===== src/rtl/sum3_window_accum_pkg.sv =====
// rtl/sum3_window_accum_pkg.sv - shared constants, state encoding and width check
package sum3_window_accum_pkg;

    localparam int DATA_W = 16;

    typedef enum logic {
        ST_EMPTY   = 1'b0,
        ST_FILLING = 1'b1
    } state_t;

    // Legal window size and an accumulator wide enough that WIN full-scale samples cannot overflow
    function automatic bit acc_w_ok(input int log2_win, input int acc_w);
        return (log2_win >= 1) && (log2_win <= 8) && (acc_w >= DATA_W + log2_win);
    endfunction

endpackage


===== src/rtl/sum3_window_accum_if.sv =====
// rtl/sum3_window_accum_if.sv - sample input and window result bundle
interface sum3_window_accum_if
    import sum3_window_accum_pkg::*;
#(
    parameter int LOG2_WIN = 2,
    parameter int ACC_W    = 16 + LOG2_WIN
);
    logic                  in_valid;
    logic [DATA_W-1:0]     sum_in;
    logic                  flush;
    logic                  out_valid;
    logic [ACC_W-1:0]      acc_out;
    logic [DATA_W-1:0]     avg_out;
    logic [LOG2_WIN:0]     count_out;

    modport master (
        output in_valid, sum_in, flush,
        input  out_valid, acc_out, avg_out, count_out
    );

    modport slave (
        input  in_valid, sum_in, flush,
        output out_valid, acc_out, avg_out, count_out
    );
endinterface


===== src/rtl/addripple_n.sv =====
// rtl/addripple_n.sv - parameterised ripple-carry adder, carry-out discarded
module addripple_n #(
    parameter int WIDTH = 16
) (
    input  logic [WIDTH-1:0] a,
    input  logic [WIDTH-1:0] b,
    output logic [WIDTH-1:0] sum
);
    logic carry;

    // Bit-serial carry chain from LSB to MSB
    always_comb begin
        carry = 1'b0;
        sum   = '0;
        for (int i = 0; i < WIDTH; i++) begin
            sum[i] = a[i] ^ b[i] ^ carry;
            carry  = (a[i] & b[i]) | (carry & (a[i] ^ b[i]));
        end
    end
endmodule


===== src/rtl/sum3_window_accum.sv =====
// rtl/sum3_window_accum.sv - windowed accumulator emitting total, average and count
module sum3_window_accum
    import sum3_window_accum_pkg::*;
#(
    parameter int LOG2_WIN = 2,
    parameter int ACC_W    = 16 + LOG2_WIN
) (
    input  logic              clk,
    input  logic              rst,
    sum3_window_accum_if.slave bus
);
    localparam int CNT_W = LOG2_WIN + 1;
    localparam int WIN   = 1 << LOG2_WIN;
    localparam logic [CNT_W-1:0] CNT_LAST = CNT_W'(WIN - 1);

    if (!acc_w_ok(LOG2_WIN, ACC_W)) begin : g_param_err
        $error("sum3_window_accum: LOG2_WIN must be 1..8 and ACC_W >= 16+LOG2_WIN");
    end

    logic [ACC_W-1:0]  acc_q, acc_d;
    logic [CNT_W-1:0]  cnt_q, cnt_d;
    state_t            state_q, state_d;
    logic              out_valid_q, out_valid_d;
    logic [ACC_W-1:0]  acc_out_q, acc_out_d;
    logic [DATA_W-1:0] avg_out_q, avg_out_d;
    logic [CNT_W-1:0]  count_out_q, count_out_d;

    logic [ACC_W-1:0]  sample_ext;
    logic [ACC_W-1:0]  acc_sum;
    logic [CNT_W-1:0]  cnt_inc;
    logic              last_sample;
    logic              non_zero;
    logic              close_win;

    // Idle cycles contribute zero so the adder output is always the running total including this cycle
    always_comb begin
        sample_ext = '0;
        if (bus.in_valid) begin
            sample_ext[DATA_W-1:0] = bus.sum_in;
        end
    end

    addripple_n #(.WIDTH(ACC_W)) u_acc_add (
        .a   (acc_q),
        .b   (sample_ext),
        .sum (acc_sum)
    );

    // Window closes on the final sample, or on flush when anything is held or arriving now
    always_comb begin
        cnt_inc     = cnt_q + CNT_W'(bus.in_valid);
        last_sample = bus.in_valid && (cnt_q == CNT_LAST);
        non_zero    = (state_q == ST_FILLING) || bus.in_valid;
        close_win   = last_sample || (bus.flush && non_zero);
    end

    // Next-state: accumulate, or emit and restart; results hold otherwise
    always_comb begin
        acc_d       = acc_q;
        cnt_d       = cnt_q;
        state_d     = state_q;
        out_valid_d = 1'b0;
        acc_out_d   = acc_out_q;
        avg_out_d   = avg_out_q;
        count_out_d = count_out_q;
        if (close_win) begin
            acc_d       = '0;
            cnt_d       = '0;
            state_d     = ST_EMPTY;
            out_valid_d = 1'b1;
            acc_out_d   = acc_sum;
            avg_out_d   = acc_sum[LOG2_WIN +: DATA_W];
            count_out_d = cnt_inc;
        end else if (bus.in_valid) begin
            acc_d   = acc_sum;
            cnt_d   = cnt_inc;
            state_d = ST_FILLING;
        end
    end

    // State and result registers; reset discards any partial window
    always_ff @(posedge clk) begin
        if (rst) begin
            acc_q       <= '0;
            cnt_q       <= '0;
            state_q     <= ST_EMPTY;
            out_valid_q <= 1'b0;
            acc_out_q   <= '0;
            avg_out_q   <= '0;
            count_out_q <= '0;
        end else begin
            acc_q       <= acc_d;
            cnt_q       <= cnt_d;
            state_q     <= state_d;
            out_valid_q <= out_valid_d;
            acc_out_q   <= acc_out_d;
            avg_out_q   <= avg_out_d;
            count_out_q <= count_out_d;
        end
    end

    assign bus.out_valid = out_valid_q;
    assign bus.acc_out   = acc_out_q;
    assign bus.avg_out   = avg_out_q;
    assign bus.count_out = count_out_q;
endmodule

===== src/flat_wrapper.sv =====
// flat-port wrapper written by rule: the top's interface ports become plain ports
module sum3_window_accum_flat import sum3_window_accum_pkg::*;
#(
    parameter int LOG2_WIN = 2,
    parameter int ACC_W    = 16 + LOG2_WIN
)
  (clk, rst, bus_in_valid, bus_sum_in, bus_flush, bus_out_valid, bus_acc_out, bus_avg_out, bus_count_out);
  sum3_window_accum_if #(.LOG2_WIN(LOG2_WIN), .ACC_W(ACC_W)) bus_i ();
  input  logic clk;
  input  logic rst;
  input wire logic [$bits(bus_i.in_valid)-1:0] bus_in_valid;
  input wire logic [$bits(bus_i.sum_in)-1:0] bus_sum_in;
  input wire logic [$bits(bus_i.flush)-1:0] bus_flush;
  output wire logic [$bits(bus_i.out_valid)-1:0] bus_out_valid;
  output wire logic [$bits(bus_i.acc_out)-1:0] bus_acc_out;
  output wire logic [$bits(bus_i.avg_out)-1:0] bus_avg_out;
  output wire logic [$bits(bus_i.count_out)-1:0] bus_count_out;
  assign bus_i.in_valid = bus_in_valid;
  assign bus_i.sum_in = bus_sum_in;
  assign bus_i.flush = bus_flush;
  assign bus_out_valid = bus_i.out_valid;
  assign bus_acc_out = bus_i.acc_out;
  assign bus_avg_out = bus_i.avg_out;
  assign bus_count_out = bus_i.count_out;
  sum3_window_accum #(.LOG2_WIN(LOG2_WIN), .ACC_W(ACC_W)) u_core (.clk(clk), .rst(rst), .bus(bus_i));
endmodule

===== config.mk =====
export PLATFORM = sky130hd
export DESIGN_NAME = sum3_window_accum_flat
export DESIGN_NICKNAME = d
export VERILOG_FILES = /design/src/rtl/sum3_window_accum_pkg.sv /design/src/rtl/sum3_window_accum_if.sv /design/src/rtl/addripple_n.sv /design/src/rtl/sum3_window_accum.sv /design/src/flat_wrapper.sv
export SDC_FILE = /design/constraint.sdc
export NUM_CORES = 1
export LEC_CHECK = 0
export CAP_MARGIN = 20
export CORE_ASPECT_RATIO = 0.75
export CORE_MARGIN = 4
export CORE_UTILIZATION = 40
export DETAILED_ROUTE_END_ITERATION = 6
export GPL_TIMING_DRIVEN = 0
export HOLD_SLACK_MARGIN = 0.08
export PLACE_DENSITY_LB_ADDON = 0.12
export SLEW_MARGIN = 10
export SYNTH_ARGS = -nofsm -noshare
export SYNTH_HDL_FRONTEND = slang
export SYNTH_SLANG_ARGS = --single-unit

===== constraint.sdc =====
create_clock -name clk -period 10.8 [get_ports clk]
set_input_delay 2.16 -clock clk [delete_from_list [all_inputs] [get_ports clk]]
set_output_delay 2.16 -clock clk [all_outputs]
set_load 0.005 [all_outputs]

**Yosys cells after proc, flatten, opt, wreduce, memory -nomap -nowiden**

Cells that the tools add are included.

- $add $sub $neg: 1
- Eq/ne operators: 1
- Multiplexer cells: 2
- Bitwise logic cells: 80
- Reductions and logical operators: 5

Operators by type and width:

| kind | number |
|---|---|
| bitwise XOR 1 bit | 33 |
| bitwise AND 1 bit | 32 |
| 2-to-1 mux 16 bit | 1 |
| OR 1 bit | 15 |
| adder 3 x 1 -> 3 bit | 1 |
| equality test 3 x 2 -> 1 bit, second input constant | 1 |
| logical AND 1 bit | 2 |
| logical OR 1 bit | 2 |
| OR reduction 2 bit | 1 |
| 2-to-1 mux 1 bit | 1 |

- Register bits after elaboration: 60
- Output and inout port bits: 38
- Logic and storage cells: 96

**Logic depth before layout (Yosys ltp)**

Gate-level depths: netlist of run 1.

- Word-level depth: 34
- Mapped depth: 27
- Gate-level depth less buffers: 25

**Hierarchy**

Synthesis of run 1 repeated with hierarchy kept, for this count alone.

- Cells, all modules: 234
- Area total of the unflattened synthesis: 2260.9 um^2

Modules (own cells, without submodules):

| module | instances | cells an instance | area each (um^2) |
|---|---|---|---|
| sum3_window_accum | 1 | 211 | 1885.6 |
| addripple_n | 1 | 23 | 375.4 |

**Least setup slack after synthesis of run 1**

OpenSTA, ideal clock, no wires.

- Kind: input to register
- Start: in bus_in_valid
- End: reg u_core.avg_out_q[14], in the netlist u_core.bus.avg_out[14]
- Library setup time: 0.116 ns
- Data arrival time: 8.881 ns
- Path slack: 1.803 ns
- Stages on the path: 27
- Cell sequence: buf_4 clkbuf_1 and2_1 ha_1 inv_1 fa_1 fa_1 inv_1 fa_1 fa_1 fa_1 fa_1 fa_1 fa_1 fa_1 fa_1 fa_1 fa_1 fa_1 inv_1 fa_1 inv_1 fa_1 ha_1 nand2b_1 a21oi_1 a31o_1

- Word-level cells in the longest chain between the ends: 33

RTL lines:

| element | RTL line | RTL |
|---|---|---|
| start: declaration | flat_wrapper.sv:11 | `input wire logic [$bits(bus_i.in_valid)-1:0] bus_in_valid;` |
| 2-to-1 mux 16 bit (*) | sum3_window_accum.sv:38 | `if (bus.in_valid) begin` |
| bitwise AND 1 bit / bitwise XOR 1 bit (equally long branches) | addripple_n.sv:17 | `carry = (a[i] & b[i]) \| (carry & (a[i] ^ b[i]));` |
| bitwise AND 1 bit | addripple_n.sv:17 |  |
| OR 1 bit | addripple_n.sv:17 |  |
| bitwise AND 1 bit | addripple_n.sv:17 |  |
| OR 1 bit | addripple_n.sv:17 |  |
| bitwise AND 1 bit | addripple_n.sv:17 |  |
| OR 1 bit | addripple_n.sv:17 |  |
| [18 not listed] | -- |  |
| bitwise AND 1 bit | addripple_n.sv:17 |  |
| OR 1 bit | addripple_n.sv:17 |  |
| bitwise AND 1 bit | addripple_n.sv:17 |  |
| OR 1 bit | addripple_n.sv:17 |  |
| bitwise AND 1 bit | addripple_n.sv:17 |  |
| OR 1 bit (*) | addripple_n.sv:17 |  |
| bitwise XOR 1 bit (*) | addripple_n.sv:16 | `sum[i] = a[i] ^ b[i] ^ carry;` |
| via u_core.acc_sum[16] | sum3_window_accum.sv:29 | `logic [ACC_W-1:0] acc_sum;` |
| end signal: assignment | sum3_window_accum.sv:97 | `avg_out_q <= avg_out_d;` |
| end: declaration | sum3_window_accum.sv:25 | `logic [DATA_W-1:0] avg_out_q, avg_out_d;` |

Mark *: on every way through the listed nets, which the timed path passes. The rest lies on a longest branch.
A chain may end at the register's enable or synchronous reset.

**Worst setup path after layout of run 1**

- Start: in bus_in_valid
- End: reg u_core.avg_out_q[15], in the netlist u_core.bus.avg_out[15]

- Word-level cells in the longest chain between the ends: 34

RTL lines:

| element | RTL line |
|---|---|
| 2-to-1 mux 16 bit | sum3_window_accum.sv:38 |
| bitwise AND 1 bit / bitwise XOR 1 bit (equally long branches) | addripple_n.sv:17 |
| bitwise AND 1 bit | addripple_n.sv:17 |
| OR 1 bit | addripple_n.sv:17 |
| bitwise AND 1 bit | addripple_n.sv:17 |
| OR 1 bit | addripple_n.sv:17 |
| bitwise AND 1 bit | addripple_n.sv:17 |
| OR 1 bit | addripple_n.sv:17 |
| [18 not listed] | -- |
| bitwise AND 1 bit | addripple_n.sv:17 |
| OR 1 bit | addripple_n.sv:17 |
| bitwise AND 1 bit | addripple_n.sv:17 |
| OR 1 bit | addripple_n.sv:17 |
| bitwise AND 1 bit | addripple_n.sv:17 |
| OR 1 bit | addripple_n.sv:17 |
| bitwise AND 1 bit | addripple_n.sv:17 |
| bitwise XOR 1 bit | addripple_n.sv:16 |

Several ways; a longest one is shown, not always the timed one.

==> results of run 1 <==
==> cell usage in the layout, fill, tap and decap left out <==
| cell | count |
|---|---|
| a211oi_1 | 2 |
| a211oi_2 | 3 |
| a21oi_1 | 18 |
| a31o_1 | 16 |
| and2_1 | 13 |
| and2_4 | 1 |
| buf_1 | 2 |
| buf_2 | 9 |
| buf_4 | 17 |
| buf_6 | 2 |
| clkbuf_1 | 5 |
| clkbuf_8 | 6 |
| clkdlybuf4s50_1 | 57 |
| dfxtp_1 | 44 |
| fa_1 | 15 |
| ha_1 | 4 |
| inv_1 | 9 |
| inv_2 | 1 |
| mux2i_1 | 16 |
| nand2_1 | 5 |
| nand2b_1 | 16 |
| nand3_2 | 1 |
| nand4_1 | 3 |
| nand4b_4 | 1 |
| nor2_1 | 24 |
| o21ai_4 | 1 |
| o31ai_2 | 3 |
| xor2_1 | 4 |
==> worst register-to-register path: stages (launching register included) <==
cell and delay (ns):
dfxtp_1 0.32, ha_1 0.18, inv_1 0.08, fa_1 0.21, fa_1 0.18, inv_1 0.06
fa_1 0.43, fa_1 0.43, fa_1 0.43, fa_1 0.45, fa_1 0.43, fa_1 0.43
fa_1 0.43, fa_1 0.43, fa_1 0.41, fa_1 0.42, fa_1 0.38, inv_1 0.07
fa_1 0.15, inv_1 0.05, fa_1 0.36, ha_1 0.21, xor2_1 0.15, a21oi_1 0.19
a211oi_2 0.06
==> area by class of cell <==
class                   instances  area (um^2)  area share
multi-input cells             146         1234      0.3953
flip-flops and latches         44        880.8      0.2823
repair buffers                 57        570.5      0.1828
plain buffers                  33        214.0     0.06856
well taps                      75        93.84     0.03007
clock buffers                   8        90.09     0.02887
inverters                      10        37.54     0.01203
==> per-stage QoR <==
step | power (mW) | cells | area (um^2)
after floorplan | 0.2213 | 233 | 2366
after global placement | 0.2541 | 365 | 3030
after detailed placement | 0.2557 | 365 | 3030
after CTS | 0.3609 | 373 | 3120
after global routing | 0.3770 | 373 | 3120
final | 0.3566 | 373 | 3120
==> sequential cells by signal (all words and copies together), names as in the netlist <==
name	flops
u_core.bus.avg_out	16
u_core.state_q	1
u_core.bus.count_out	3
u_core.bus.acc_out	2
u_core.bus.out_valid	1
u_core.acc_q	18
u_core.cnt_q	3
==> report_power, final <==
part	internal, mW	leakage [nW]	switching (mW)	total (mW)
clock network	0.0522	0.0455	0.0533	0.106
registers	0.170	0.359	0.00549	0.176
logic	0.0425	0.903	0.0327	0.0752
==> Yosys cell counts (all sizes together), types with 4 or more instances <==
master and instances:
and2 14, nand2b 16, nand2 5, a31o 16
nor2 24, dfxtp 44, fa 15, buf 30
mux2i 16, ha 4, a211oi 5, inv 10
xor2 4, a21oi 18
==> worst min-delay path by stage <==
stage,startpoint,cells past startpoint,end,slack (ns)
floorplan,u_core.acc_q[1]$_SDFFE_PP0P_,2,u_core.acc_q[1]$_SDFFE_PP0P_,0.46
detailed placement,u_core.bus.count_out[2]$_SDFFE_PP0P_,2,u_core.bus.count_out[2]$_SDFFE_PP0P_,0.46
CTS,u_core.bus.count_out[2]$_SDFFE_PP0P_,2,u_core.bus.count_out[2]$_SDFFE_PP0P_,0.47
global route,u_core.bus.count_out[2]$_SDFFE_PP0P_,2,u_core.bus.count_out[2]$_SDFFE_PP0P_,0.50
global placement,u_core.bus.count_out[2]$_SDFFE_PP0P_,2,u_core.bus.count_out[2]$_SDFFE_PP0P_,0.45
finish,u_core.bus.count_out[2]$_SDFFE_PP0P_,2,u_core.bus.count_out[2]$_SDFFE_PP0P_,0.47
==> logic make-up (layout without fill, tap and decap cells) <==
group	Yosys count	count (layout)	synth area share
and+or+nand+nor	64	64	0.1486
DFF	44	44	0.3723
AOI/OAI and AO/OA	43	43	0.1423
buffers and inverters	43	108	0.1063
adders and majority gates	19	19	0.1481
muxes	16	16	0.06769
xor gates and xnor gates	4	4	0.01481
==> routing by layer <==
layer | share of wire | global-route usage | vias up
li1 | - | - | 887
met5 | 0 | 0 | -
met4 | 0.0095 | 0.04206 | 0
met2 | 0.40 | 0.2141 | 47
met1 | 0.53 | 0.2121 | 777
met3 | 0.057 | 0.04124 | 7
==> results.py, run 1 <==
metrics = {
    "worst_setup_path": {
        "cpLargestDelayFamily": "adder cells",
        "path_max_fanout": 10,
        "crit-reg2reg-capture": "u_core.bus.avg_out[15]$_SDFFE_PP0P_",
        "startpoint": "bus_in_valid",
        "max_stage_delay_ns": 0.45,
        "slowest_stage": "clkdlybuf4s50_1",
        "cp.depth": 28,
        "worst_setup_path_end_kind": "flip-flop",
        "critPathLaunchType": "input port",
        "worst-r2r-setup-slack_ns": 3.73,
        "critical_path_class": "input port to flip-flop",
        "crit_top_cell": "fa_1",
        "crit_required_ns": 10.96,
        "worst-path-buf-inv": 7,
        "critPathCapture": "u_core.bus.avg_out[15]$_SDFFE_PP0P_",
        "r2r-start": "u_core.acc_q[0]$_SDFFE_PP0P_",
        "worstPathArrival_ns": 9.89,
        "worstRegToRegCells": 24,
    },
    "yosys": {
        "synth_flop_cell": "dfxtp_1",
        "seq_area_frac_synth": 0.3723,
        "synthesis.area_mm2": 0.002366,
        "synthArstFlopShare": 0,
        "synth.distinct_cells": 26,
        "synth-edff-count": 0,
        "syn_area_per_cell_um2": 10.15,
        "synth_area_leaders": "dfxtp_1 37%, fa_1 13%, mux2i_1 6.8%, a31o_1 5.9%, buf_4 5.4%",
        "synth_seq_cells": 44,
        "synthCells": 233,
        "yosys.area.top_type_share": 0.3723,
        "ys_warn_count": 0,
        "syn-num-nets": 272,
        "yosysTopAreaCell": "dfxtp_1",
    },
    "clock_network": {
        "cts.hold.buffers_added": 0,
        "cts_tree": "done",
        "cts_made_buffers": 5,
        "cts_max_path_buffers": 2,
        "cts_resized": 0,
        "htree_levels": 2,
        "clkTransAtPathRegs_ns": 0.08,
        "cts_setup_buffers": 0,
        "clk_latency_ns": 0.29,
        "cts.sinks": 44,
        "cts-root-buf": "clkbuf_8",
    },
    "finish": {
        "antenna_cells": 0,
        "utilization": 0.5648,
        "fillers": 519,
        "fin_nets": 336,
        "syn_to_final_growth_pct": 31.89,
        "drive_above_1_share": 0.1510,
    },
    "min_path": {
        "hold_path.class": "flip-flop to flip-flop",
    },
    "global_routing": {
        "grt_pass1_wl_mm": 8.273,
        "antenna_found_initial": 0,
        "grt-ovfl-total": 0,
        "grt_max_degree": 13,
        "grt_util_all_layers": 0.1463,
        "grt_pass1_vias": 1663,
    },
    "timing": {
        "drv_slew": 0,
        "rsz0062_at_grt": "false",
        "holdWs_ns": 0.4661,
        "finalSetupTns_ns": 0,
        "layout_setup_ws_ns": 1.075,
        "hold_viol": 0,
        "fin_crit_ns": 9.725,
        "finClkSkew_ns": 0.002924,
        "finalCritPeriodShare": 0.9005,
        "worstMarginPinSlew_ns": 0.5173,
        "finalSetupViolations": 0,
        "relSlewSlack": 0.6552,
        "clock.fmax_ghz": 0.1028,
    },
    "detailed_routing": {
        "routed-via-count": 1718,
        "wirelength_mm": 4.940,
        "dr.first_iter.drc_count": 32,
        "first_pass_iters": 4,
        "avgRoutedWirePerCell_um": 13.24,
        "drc_errors": 0,
        "ant_nets": 0,
        "via_per_inst": 4.606,
    },
    "floorplanning": {
        "ios": 58,
        "die-width_um": 96.81,
        "row_count": 23,
        "die-area_mm2": 0.007222,
        "start_util": 0.4282,
        "die_h_um": 74.61,
        "core_mm2": 0.005525,
    },
    "power_and_ir_drop": {
        "vdd_drop_max_mv": 0.06193,
        "power.density_mw_per_mm2": 114.3,
        "p_leak_nw": 1.307,
    },
    "outcome": {
        "status": "completed",
    },
    "placed_design": {
        "port_buffers": 57,
        "globalplace.congestion": 0.7437,
        "dp_hpwl_mm": 3.968,
        "post-place-ws_ns": 0.7074,
    },
    "flow_run": {
        "maxCapViolations": 0,
    },
}
(Power assumes the default switching activity.)
==> run 2: changes to the inputs <==
- clock period: 10.8 -> 9.9 ns (I/O delays scaled with it)
==> run 2 against run 1 <==
Effect of this change: cell area shrank 0.12%; clock power grew 8%; core utilization shrank 0.068 points; via count grew 0.35%; largest cell class unchanged.
==> results.py, run 2 (same netlist as run 1, synthesis figures left out) <==
metrics = {
    "finish": {
        "syn_to_final_growth_pct": 31.73,
        "layout_commonest_cell": "clkdlybuf4s50_1",
        "fillers": 521,
        "largest_register_ffs": 18,
        "top_register": "u_core.acc_q",
        "fin_nets": 335,
        "drive_above_1_share": 0.1515,
        "fin_area_mm2": 0.003117,
        "fin_cells": 372,
        "most-common-layout-cells": "57 x clkdlybuf4s50_1, 44 x dfxtp_1, 24 x nor2_1",
        "antenna_cells": 0,
    },
    "floorplanning": {
        "start_util": 0.4282,
        "die-area_mm2": 0.007222,
        "die-width_um": 96.81,
        "core_mm2": 0.005525,
        "die_h_um": 74.61,
        "ios": 58,
        "row_count": 23,
    },
    "clock_network": {
        "htree_levels": 2,
        "cts.sinks": 44,
        "clk_latency_ns": 0.29,
        "cts_made_buffers": 5,
        "cts-root-buf": "clkbuf_8",
        "cts_resized": 0,
        "cts_max_path_buffers": 2,
        "cts_tree": "done",
        "cts_setup_buffers": 0,
        "clkTransAtPathRegs_ns": 0.08,
        "cts.hold.buffers_added": 0,
    },
    "min_path": {
        "hold_path.class": "flip-flop to flip-flop",
    },
    "power_and_ir_drop": {
        "power_uw": 388.9,
        "sequentialPowerShare": 0.494,
        "power.density_mw_per_mm2": 124.8,
        "p_leak_nw": 1.305,
        "p_int_uw": 289.1,
        "switching_share": 0.2565,
        "vdd_drop_max_mv": 0.06752,
        "power_frac_comb": 0.210,
        "p_sw_uw": 99.75,
        "clkPwrFrac": 0.296,
    },
    "global_routing": {
        "grt_util_all_layers": 0.1463,
        "grt_max_degree": 13,
        "antenna_found_initial": 0,
        "grt_pass1_wl_mm": 8.273,
        "grt_pass1_vias": 1663,
        "grt-ovfl-total": 0,
    },
    "timing": {
        "worstMarginPinSlew_ns": 0.5180,
        "drv_slew": 0,
        "rsz0062_at_grt": "false",
        "clock.fmax_ghz": 0.1076,
        "finalSetupViolations": 0,
        "finalCritPeriodShare": 0.9386,
        "hold_viol": 0,
        "fin_crit_ns": 9.292,
        "relSlewSlack": 0.6547,
        "finClkSkew_ns": 0.002821,
    },
    "detailed_routing": {
        "via_per_inst": 4.634,
        "wirelength_mm": 4.927,
        "avgRoutedWirePerCell_um": 13.24,
        "first_pass_iters": 4,
        "drc_errors": 0,
        "routed-via-count": 1724,
        "ant_nets": 0,
        "dr.first_iter.drc_count": 24,
    },
    "worst_setup_path": {
        "worstPathArrival_ns": 9.46,
        "critPathLaunchType": "input port",
        "crit_required_ns": 10.07,
        "path_max_fanout": 16,
        "critical_path_class": "input port to flip-flop",
        "worst_setup_path_end_kind": "flip-flop",
    },
    "placed_design": {
        "placed_area_mm2": 0.003030,
        "port_buffers": 57,
        "dp_hpwl_mm": 3.968,
        "dp_cells": 365,
        "globalplace.congestion": 0.7437,
    },
    "flow_run": {
        "maxCapViolations": 0,
    },
    "outcome": {
        "status": "completed",
    },
}
-- run 2: cell types whose count changed in the layout (fill, tap and decap cells not counted), sizes merged --
cell / previous run / this run
clkbuf: 11 / 10
-- run 2: layout make-up --
class,instances,area (um^2),area share
buffer,32,210.2,0.06744
clock buffer,8,90.09,0.02890
inverter,10,37.54,0.01204
multi-input combinational,146,1234,0.3958
sequential,44,880.8,0.2826
tap,75,93.84,0.03011
timing repair buffer,57,570.5,0.1831
-- run 2: path summary, 6_finish.rpt --
check	from	end	slack, ns	cells after the start
setup / recovery	bus_in_valid	u_core.bus.avg_out[15]$_SDFFE_PP0P_	0.61	27
hold / removal	u_core.bus.count_out[2]$_SDFFE_PP0P_	u_core.bus.count_out[2]$_SDFFE_PP0P_	0.47	2
setup reg to reg	u_core.acc_q[0]$_SDFFE_PP0P_	u_core.bus.avg_out[15]$_SDFFE_PP0P_	2.83	24
hold reg to reg	u_core.bus.count_out[2]$_SDFFE_PP0P_	u_core.bus.count_out[2]$_SDFFE_PP0P_	0.47	2
-- run 2: layer usage --
layer,share of wire,global-route usage
met5,0,0
met1,0.54,0.2121
met4,0.0095,0.04206
met3,0.055,0.04124
met2,0.40,0.2141
-- run 2: metrics by stage --
stage	setup slack, ns	setup TNS, ns	hold WS (ns)	utilization
after floorplan	1.083	0	0.4561	-
after detailed placement	-0.01260	-0.01977	0.4568	0.5485
after global placement	0.06790	0	0.4548	0.5485
after global routing	0.2621	0	0.4951	0.5641
final	0.6081	0	0.4662	0.5641
after CTS	0.2939	0	0.4686	0.5648
-- run 2: worst max-delay path, cell delays in order --
cell             delay (ns)
clkdlybuf4s50_1        0.45
buf_4                  0.22
and2_1                 0.16
ha_1                   0.19
inv_1                  0.08
fa_1                   0.21
fa_1                   0.18
inv_1                  0.06
fa_1                   0.43
fa_1                   0.43
fa_1                   0.43
fa_1                   0.45
fa_1                   0.43
fa_1                   0.43
fa_1                   0.43
fa_1                   0.43
fa_1                   0.41
fa_1                   0.42
fa_1                   0.38
inv_1                  0.07
fa_1                   0.15
inv_1                  0.05
fa_1                   0.36
ha_1                   0.21
xor2_1                 0.15
a21oi_1                0.20
a211oi_2               0.06
-- run 2: power by group through the flow --
| stage | Clock (mW) | Combinational [mW] | Sequential (mW) |
|---|---|---|---|
| detailed placement | 0 | 0.0825 | 0.196 |
| CTS | 0.119 | 0.0830 | 0.192 |
| floorplan | 0 | 0.0455 | 0.196 |
| global placement | 0 | 0.0813 | 0.196 |
| finish | 0.115 | 0.0817 | 0.192 |
| global route | 0.127 | 0.0902 | 0.194 |
